--- config.mk ---
export PLATFORM = sky130hd
export DESIGN_NAME = collision_detector_flat
export DESIGN_NICKNAME = d
export VERILOG_FILES = /design/src/rtl/collision_detector_if.sv /design/src/rtl/collision_detector.sv /design/src/flat_wrapper.sv
export SDC_FILE = /design/constraint.sdc
export NUM_CORES = 1
export LEC_CHECK = 0
export ABC_AREA = 1
export CAP_MARGIN = 30
export CORE_ASPECT_RATIO = 2
export CORE_UTILIZATION = 54
export CTS_CLUSTER_SIZE = 8
export DETAILED_ROUTE_END_ITERATION = 16
export PLACE_DENSITY = 0.82
export SYNTH_ARGS = -nofsm -noshare
export SYNTH_HDL_FRONTEND = slang
export SYNTH_SLANG_ARGS = --single-unit
--- constraint.sdc ---
create_clock -name pclk -period 3.5 [get_ports pclk]
set_input_delay 0.7 -clock pclk [delete_from_list [all_inputs] [get_ports pclk]]
set_output_delay 0.7 -clock pclk [all_outputs]
set_load 0.02 [all_outputs]
--- src/rtl/collision_detector_if.sv ---
// collision_detector_if
//   Bundles the game-control, frame-timing, obstacle-pixel and cursor inputs
//   of the collision detector together with its life/status outputs.
//   Signals:
//     game_on, menu_on        game start / return-to-menu requests (level)
//     vblnk_in                vertical blanking, aligned with obstacle_x/y
//     obstacle_x, obstacle_y  obstacle pixel drawn this cycle ((0,0) = none)
//     mouse_xpos, mouse_ypos  cursor top-left position
//     lives                   remaining lives
//     hit_pulse               one-cycle strobe per accepted hit
//     invulnerable            high during post-hit cooldown
//     game_over               high once all lives are gone
//   Modports: master drives the inputs and observes the status (game side),
//             slave is the collision detector itself.
interface collision_detector_if;
  logic        game_on;
  logic        menu_on;
  logic        vblnk_in;
  logic [11:0] obstacle_x;
  logic [11:0] obstacle_y;
  logic [11:0] mouse_xpos;
  logic [11:0] mouse_ypos;
  logic [3:0]  lives;
  logic        hit_pulse;
  logic        invulnerable;
  logic        game_over;

  modport master (
    output game_on, menu_on, vblnk_in, obstacle_x, obstacle_y,
           mouse_xpos, mouse_ypos,
    input  lives, hit_pulse, invulnerable, game_over
  );

  modport slave (
    input  game_on, menu_on, vblnk_in, obstacle_x, obstacle_y,
           mouse_xpos, mouse_ypos,
    output lives, hit_pulse, invulnerable, game_over
  );
endinterface

--- src/rtl/collision_detector.sv ---
// collision_detector
//   Watches the obstacle pixels drawn each frame and decides, once per frame,
//   whether the cursor hitbox overlapped any of them. Owns the life counter,
//   the post-hit invulnerability window and the game-over flag.
//   Ports:
//     pclk  pixel clock, all state changes on the rising edge
//     rst   asynchronous, active-low reset
//     bus   collision_detector_if.slave (inputs and status outputs)
//   All outputs are registered.
module collision_detector #(
  parameter int LIVES           = 3,
  parameter int HITBOX_W        = 12,
  parameter int HITBOX_H        = 16,
  parameter int COOLDOWN_FRAMES = 60
) (
  input  logic                  pclk,
  input  logic                  rst,
  collision_detector_if.slave   bus
);

  localparam int DATA_W = 12;

  typedef enum logic [1:0] {IDLE, PLAY, COOLDOWN, OVER} state_t;

  state_t            state, state_nxt;
  logic              vblnk_d;
  logic [DATA_W-1:0] mx, my;
  logic              hit_flag, hit_flag_nxt;
  logic [7:0]        cnt, cnt_nxt;
  logic [3:0]        lives_q, lives_nxt;
  logic              hit_pulse_q, hit_pulse_nxt;
  logic              invulnerable_q, invulnerable_nxt;
  logic              game_over_q, game_over_nxt;

  logic              frame_end;
  logic              pix_hit;
  logic              counted;

  // Hitbox test. Upper bounds are formed in 13 bits so a cursor near the
  // right/bottom edge cannot wrap its hitbox back to small coordinates.
  function automatic logic in_box(input logic [DATA_W-1:0] ox,
                                  input logic [DATA_W-1:0] oy,
                                  input logic [DATA_W-1:0] x0,
                                  input logic [DATA_W-1:0] y0);
    logic [DATA_W:0] x_end;
    logic [DATA_W:0] y_end;
    logic            is_pixel;
    x_end    = {1'b0, x0} + (DATA_W+1)'(HITBOX_W);
    y_end    = {1'b0, y0} + (DATA_W+1)'(HITBOX_H);
    is_pixel = (ox != '0) || (oy != '0);
    return is_pixel && (ox >= x0) && ({1'b0, ox} < x_end)
                    && (oy >= y0) && ({1'b0, oy} < y_end);
  endfunction

  assign frame_end = bus.vblnk_in & ~vblnk_d;
  assign pix_hit   = in_box(bus.obstacle_x, bus.obstacle_y, mx, my);
  // The frame-end cycle's own pixel still counts toward this frame.
  assign counted   = hit_flag | pix_hit;

  // State register
  always_ff @(posedge pclk or negedge rst) begin
    if (!rst) state <= IDLE;
    else      state <= state_nxt;
  end

  // Next-state logic; menu_on overrides everything else.
  always_comb begin
    state_nxt = state;
    if (bus.menu_on) begin
      state_nxt = IDLE;
    end else begin
      case (state)
        IDLE:     if (bus.game_on) state_nxt = PLAY;
        PLAY:     if (frame_end && counted)
                    state_nxt = (lives_q == 4'd1) ? OVER : COOLDOWN;
        COOLDOWN: if (frame_end && (cnt <= 8'd1)) state_nxt = PLAY;
        OVER:     state_nxt = OVER;
        default:  state_nxt = IDLE;
      endcase
    end
  end

  // Output / bookkeeping logic, registered below
  always_comb begin
    lives_nxt     = lives_q;
    cnt_nxt       = cnt;
    hit_flag_nxt  = 1'b0;
    hit_pulse_nxt = 1'b0;
    if (bus.menu_on) begin
      lives_nxt = 4'(LIVES);
      cnt_nxt   = 8'd0;
    end else begin
      case (state)
        IDLE: begin
          lives_nxt = 4'(LIVES);
          cnt_nxt   = 8'd0;
        end
        PLAY: begin
          if (frame_end) begin
            // One life per frame at most: the sticky flag collapses all
            // hitting pixels of the frame into a single event.
            if (counted) begin
              hit_pulse_nxt = 1'b1;
              lives_nxt     = lives_q - 4'd1;
              if (lives_q != 4'd1) cnt_nxt = 8'(COOLDOWN_FRAMES);
            end
          end else begin
            hit_flag_nxt = counted;
          end
        end
        COOLDOWN: if (frame_end) cnt_nxt = cnt - 8'd1;
        OVER:     lives_nxt = 4'd0;
        default:  lives_nxt = lives_q;
      endcase
    end
    invulnerable_nxt = (state_nxt == COOLDOWN);
    game_over_nxt    = (state_nxt == OVER);
  end

  // Registered outputs and frame bookkeeping
  always_ff @(posedge pclk or negedge rst) begin
    if (!rst) begin
      vblnk_d        <= 1'b0;
      mx             <= '0;
      my             <= '0;
      hit_flag       <= 1'b0;
      cnt            <= 8'd0;
      lives_q        <= 4'(LIVES);
      hit_pulse_q    <= 1'b0;
      invulnerable_q <= 1'b0;
      game_over_q    <= 1'b0;
    end else begin
      vblnk_d        <= bus.vblnk_in;
      // Cursor is frozen per frame so the whole frame tests one hitbox.
      if (frame_end) begin
        mx <= bus.mouse_xpos;
        my <= bus.mouse_ypos;
      end
      hit_flag       <= hit_flag_nxt;
      cnt            <= cnt_nxt;
      lives_q        <= lives_nxt;
      hit_pulse_q    <= hit_pulse_nxt;
      invulnerable_q <= invulnerable_nxt;
      game_over_q    <= game_over_nxt;
    end
  end

  assign bus.lives        = lives_q;
  assign bus.hit_pulse    = hit_pulse_q;
  assign bus.invulnerable = invulnerable_q;
  assign bus.game_over    = game_over_q;

endmodule

--- src/flat_wrapper.sv ---
// flat-port wrapper written by rule: the top's interface ports become plain ports
module collision_detector_flat 
#(
  parameter int LIVES           = 3,
  parameter int HITBOX_W        = 12,
  parameter int HITBOX_H        = 16,
  parameter int COOLDOWN_FRAMES = 60
)
  (pclk, rst, bus_game_on, bus_menu_on, bus_vblnk_in, bus_obstacle_x, bus_obstacle_y, bus_mouse_xpos, bus_mouse_ypos, bus_lives, bus_hit_pulse, bus_invulnerable, bus_game_over);
  collision_detector_if bus_i ();
  input  logic pclk;
  input  logic rst;
  input wire logic [$bits(bus_i.game_on)-1:0] bus_game_on;
  input wire logic [$bits(bus_i.menu_on)-1:0] bus_menu_on;
  input wire logic [$bits(bus_i.vblnk_in)-1:0] bus_vblnk_in;
  input wire logic [$bits(bus_i.obstacle_x)-1:0] bus_obstacle_x;
  input wire logic [$bits(bus_i.obstacle_y)-1:0] bus_obstacle_y;
  input wire logic [$bits(bus_i.mouse_xpos)-1:0] bus_mouse_xpos;
  input wire logic [$bits(bus_i.mouse_ypos)-1:0] bus_mouse_ypos;
  output wire logic [$bits(bus_i.lives)-1:0] bus_lives;
  output wire logic [$bits(bus_i.hit_pulse)-1:0] bus_hit_pulse;
  output wire logic [$bits(bus_i.invulnerable)-1:0] bus_invulnerable;
  output wire logic [$bits(bus_i.game_over)-1:0] bus_game_over;
  assign bus_i.game_on = bus_game_on;
  assign bus_i.menu_on = bus_menu_on;
  assign bus_i.vblnk_in = bus_vblnk_in;
  assign bus_i.obstacle_x = bus_obstacle_x;
  assign bus_i.obstacle_y = bus_obstacle_y;
  assign bus_i.mouse_xpos = bus_mouse_xpos;
  assign bus_i.mouse_ypos = bus_mouse_ypos;
  assign bus_lives = bus_i.lives;
  assign bus_hit_pulse = bus_i.hit_pulse;
  assign bus_invulnerable = bus_i.invulnerable;
  assign bus_game_over = bus_i.game_over;
  collision_detector #(.LIVES(LIVES), .HITBOX_W(HITBOX_W), .HITBOX_H(HITBOX_H), .COOLDOWN_FRAMES(COOLDOWN_FRAMES)) u_core (.pclk(pclk), .rst(rst), .bus(bus_i));
endmodule
==> flow_summary.json <==
{
  "status": "finished clean",
  "grt_max_degree": 35,
  "async_reset_ff_share_pct": 100,
  "port_buffers": 59,
  "nets": 645,
  "rows": 41,
  "drc": 0,
  "areaGrowthSynthToFinish_pct": 24.5,
  "synth_area_um2": 3510,
  "num_antenna_cells": 0,
  "hold_path_class": "input port to asynchronous set/reset pin",
  "path_max_fanout": 5,
  "required_ns": 3.68,
  "yosysTopAreaCellShare_pct": 29.2,
  "setup.worst_path.start": "u_core.mx[2]",
  "yosysTopAreaCell": "dfrtp_1",
  "netlist_instances": 479,
  "initial_core_util_pct": 55.6,
  "drt_iter0_drc": 148,
  "h-tree-depth": 2,
  "clk_latency_ns": 0.29,
  "powerDensity_nw_per_um2": 538,
  "ctsResizeCount": 0,
  "path_clk_slew_ns": 0.07,
  "post-cts-setup-buffer-count": 0,
  "synth_flop_cell": "dfrtp_1",
  "grt_pass1_wl_mm": 14.7,
  "fmax_mhz": 337,
  "coreArea_um2": 6310,
  "fin_skew_ns": 0.00787,
  "critical_path_class": "flop to flop",
  "synthesis.nets": 584,
  "cts-root-buf": "clkbuf_16",
  "maxSlewHeadroom_pct": 64.9,
  "cts.sinks": 43,
  "fp.dieArea_um2": 6840,
  "ys_seq_area_share_pct": 30.7,
  "cts_buffer_depth": 2,
  "worstReg2RegStart": "u_core.mx[2]",
  "tightest_slew_ns": 0.522,
  "cap_violations": 0,
  "n_fill_cell": 544,
  "drt-total-wl_mm": 8.92,
  "drive_gt1_share_pct": 6.84,
  "final-hold-violation-count": 0,
  "layout_worst_path_cycle_share_pct": 84.8,
  "wl_per_cell_um": 14.2,
  "drv_slew": 0,
  "synth_edf_count": 0,
  "globalplace.congestion": 0.927,
  "whs_ns": 0.270,
  "ys_ff_latch": 43,
  "first_pass_iters": 5,
  "antenna_found_initial": 0,
  "cts_tree": "yes",
  "hpwl_mm": 7.00,
  "numCtsBuffers": 5,
  "die_h_um": 116,
  "ys_warn_count": 0,
  "cts_hold_buf": 0,
  "start_kind": "flop",
  "tns_ns": 0,
  "grt_pass1_vias": 3515,
  "peakVddDrop_v": 0.000403,
  "synth_area_leaders": "dfrtp_1 (29%), ha_1 (19%), nand2_1 (13%), inv_1 (6.1%), nor2_1 (5.0%)",
  "rsz0062_at_grt": "no",
  "crit_arrival_ns": 3.15,
  "end_kind": "flop",
  "io_pins": 60,
  "die_w_um": 59.0,
  "p_leak_uw": 0.00217,
  "synth_cell_types": 35,
  "grt-ovfl-total": 0,
  "grt_use_total_pct": 28.6,
  "synth.avg_cell_area_um2": 7.32,
  "setup_viol": 0,
  "fin_crit_ns": 2.97,
  "ant_nets": 0,
  "viasPerCell": 5.33,
  "vias": 3340
}
[final cells by class]
| type | instances | area, um^2 | share of cell area (%) |
|---|---|---|---|
| Clock buffer | 6 | 139 | 3.18 |
| Clock inverter | 2 | 38.8 | 0.888 |
| Inverter | 69 | 264 | 6.04 |
| Multi-Input combinational cell | 360 | 2130 | 48.7 |
| Sequential cell | 43 | 1080 | 24.7 |
| Tap cell | 86 | 108 | 2.46 |
| Timing Repair Buffer | 61 | 613 | 14.0 |
[stage by stage]
step	util, %	area (um^2)	setup WS, ns	std cells	power [uW]
4_1_cts	69.2	4370	0.579	627	2350
6_report	69.2	4370	0.534	627	2350
3_5_place_dp	66.4	4190	0.466	619	1770
5_1_grt	69.2	4370	0.246	627	2530
2_1_floorplan	-	3510	0.965	479	1470
3_3_place_gp	66.1	4170	0.521	618	1730
[cell usage after synthesis (all sizes together) (4+ instances only)]
cell	count
dfrtp	41
ha	52
nor3	10
inv	67
nand4	4
a21oi	23
o21ai	44
nand2	126
nand3	24
xor2	16
nor2	50
clkbuf	4
[power by group]
group | internal [uW] | leakage (uW) | switching (uW)
clock | 359 | 0.0000875 | 213
combinational | 428 | 0.00153 | 666
sequential | 597 | 0.000548 | 85.0
[path summary, 6_finish.rpt]
| path | slack (ns) | cells past startpoint | to |
|---|---|---|---|
| max | 0.53 | 17 | u_core.bus.lives[2] |
| min | 0.27 | 1 | u_core.cnt[4] |
| max reg2reg | 0.53 | 17 | u_core.bus.lives[2] |
| min reg2reg | 0.50 | 2 | u_core.mx[0] |
| max in group asynchronous | 2.70 | 2 | u_core.bus.lives[0] |
| min in group pclk | 0.50 | 2 | u_core.mx[0] |
[cell families after synthesis]
group | count (synthesis) | share of synthesized area (%)
buffers and inverters | 76 | 8.63
xor gates and xnor gates | 19 | 4.74
and+or+nand+nor | 217 | 26.4
DFF | 43 | 30.7
AOI/OAI and AO/OA | 72 | 11.0
adders and majority gates | 52 | 18.5
[routing by layer]
layer / track usage [%] / share of wire (%) / vias up
met1: 27.0 / 37 / 1544
met4: 21.9 / 6.6 / 0
li1: - / - / 1657
met5: 0 / 0 / -
met3: 3.46 / 2.7 / 44
met2: 53.3 / 54 / 95
[registers in the layout, indices dropped and copies added (netlist names)]
| signal | count |
|---|---|
| u_core.bus.hit_pulse | 1 |
| u_core.my | 12 |
| u_core.bus.lives | 4 |
| u_core.cnt | 8 |
| u_core.state | 2 |
| u_core.bus.game_over | 1 |
| u_core.vblnk_d | 1 |
| u_core.bus.invulnerable | 1 |
| u_core.mx | 12 |
| u_core.hit_flag | 1 |
[layout by cell type (no fill, tap or decap), drive strengths merged, types with 2 or more instances in the layout]
master         netlist  layout
a21oi               23      23
buf                  3       3
clkbuf               4       6
clkdlybuf4s50        0      58
clkinv               2       2
dfrtp               41      41
dfstp                2       2
ha                  52      52
inv                 67      68
nand2              126     126
nand3               24      24
nand4                4       4
nor2                50      50
nor3                10      10
nor4                 2       2
o21ai               44      44
xnor2                3       3
xor2                16      16
[worst max-delay path, stage by stage (launching register included)]
cell and delay [ns]:
dfrtp_1 0.35, inv_1 0.08, ha_1 0.24, nor3_1 0.40, nand2_1 0.13, xor2_1 0.17, ha_1 0.30, a21o_1 0.19
nand3_1 0.08, nand4_1 0.10, nor2_1 0.11, nand2_1 0.07, nand2_2 0.10, nand2_4 0.09, a21oi_2 0.24, inv_2 0.09
nand2_1 0.06, o21ai_1 0.06
(Power assumes the default switching activity.)
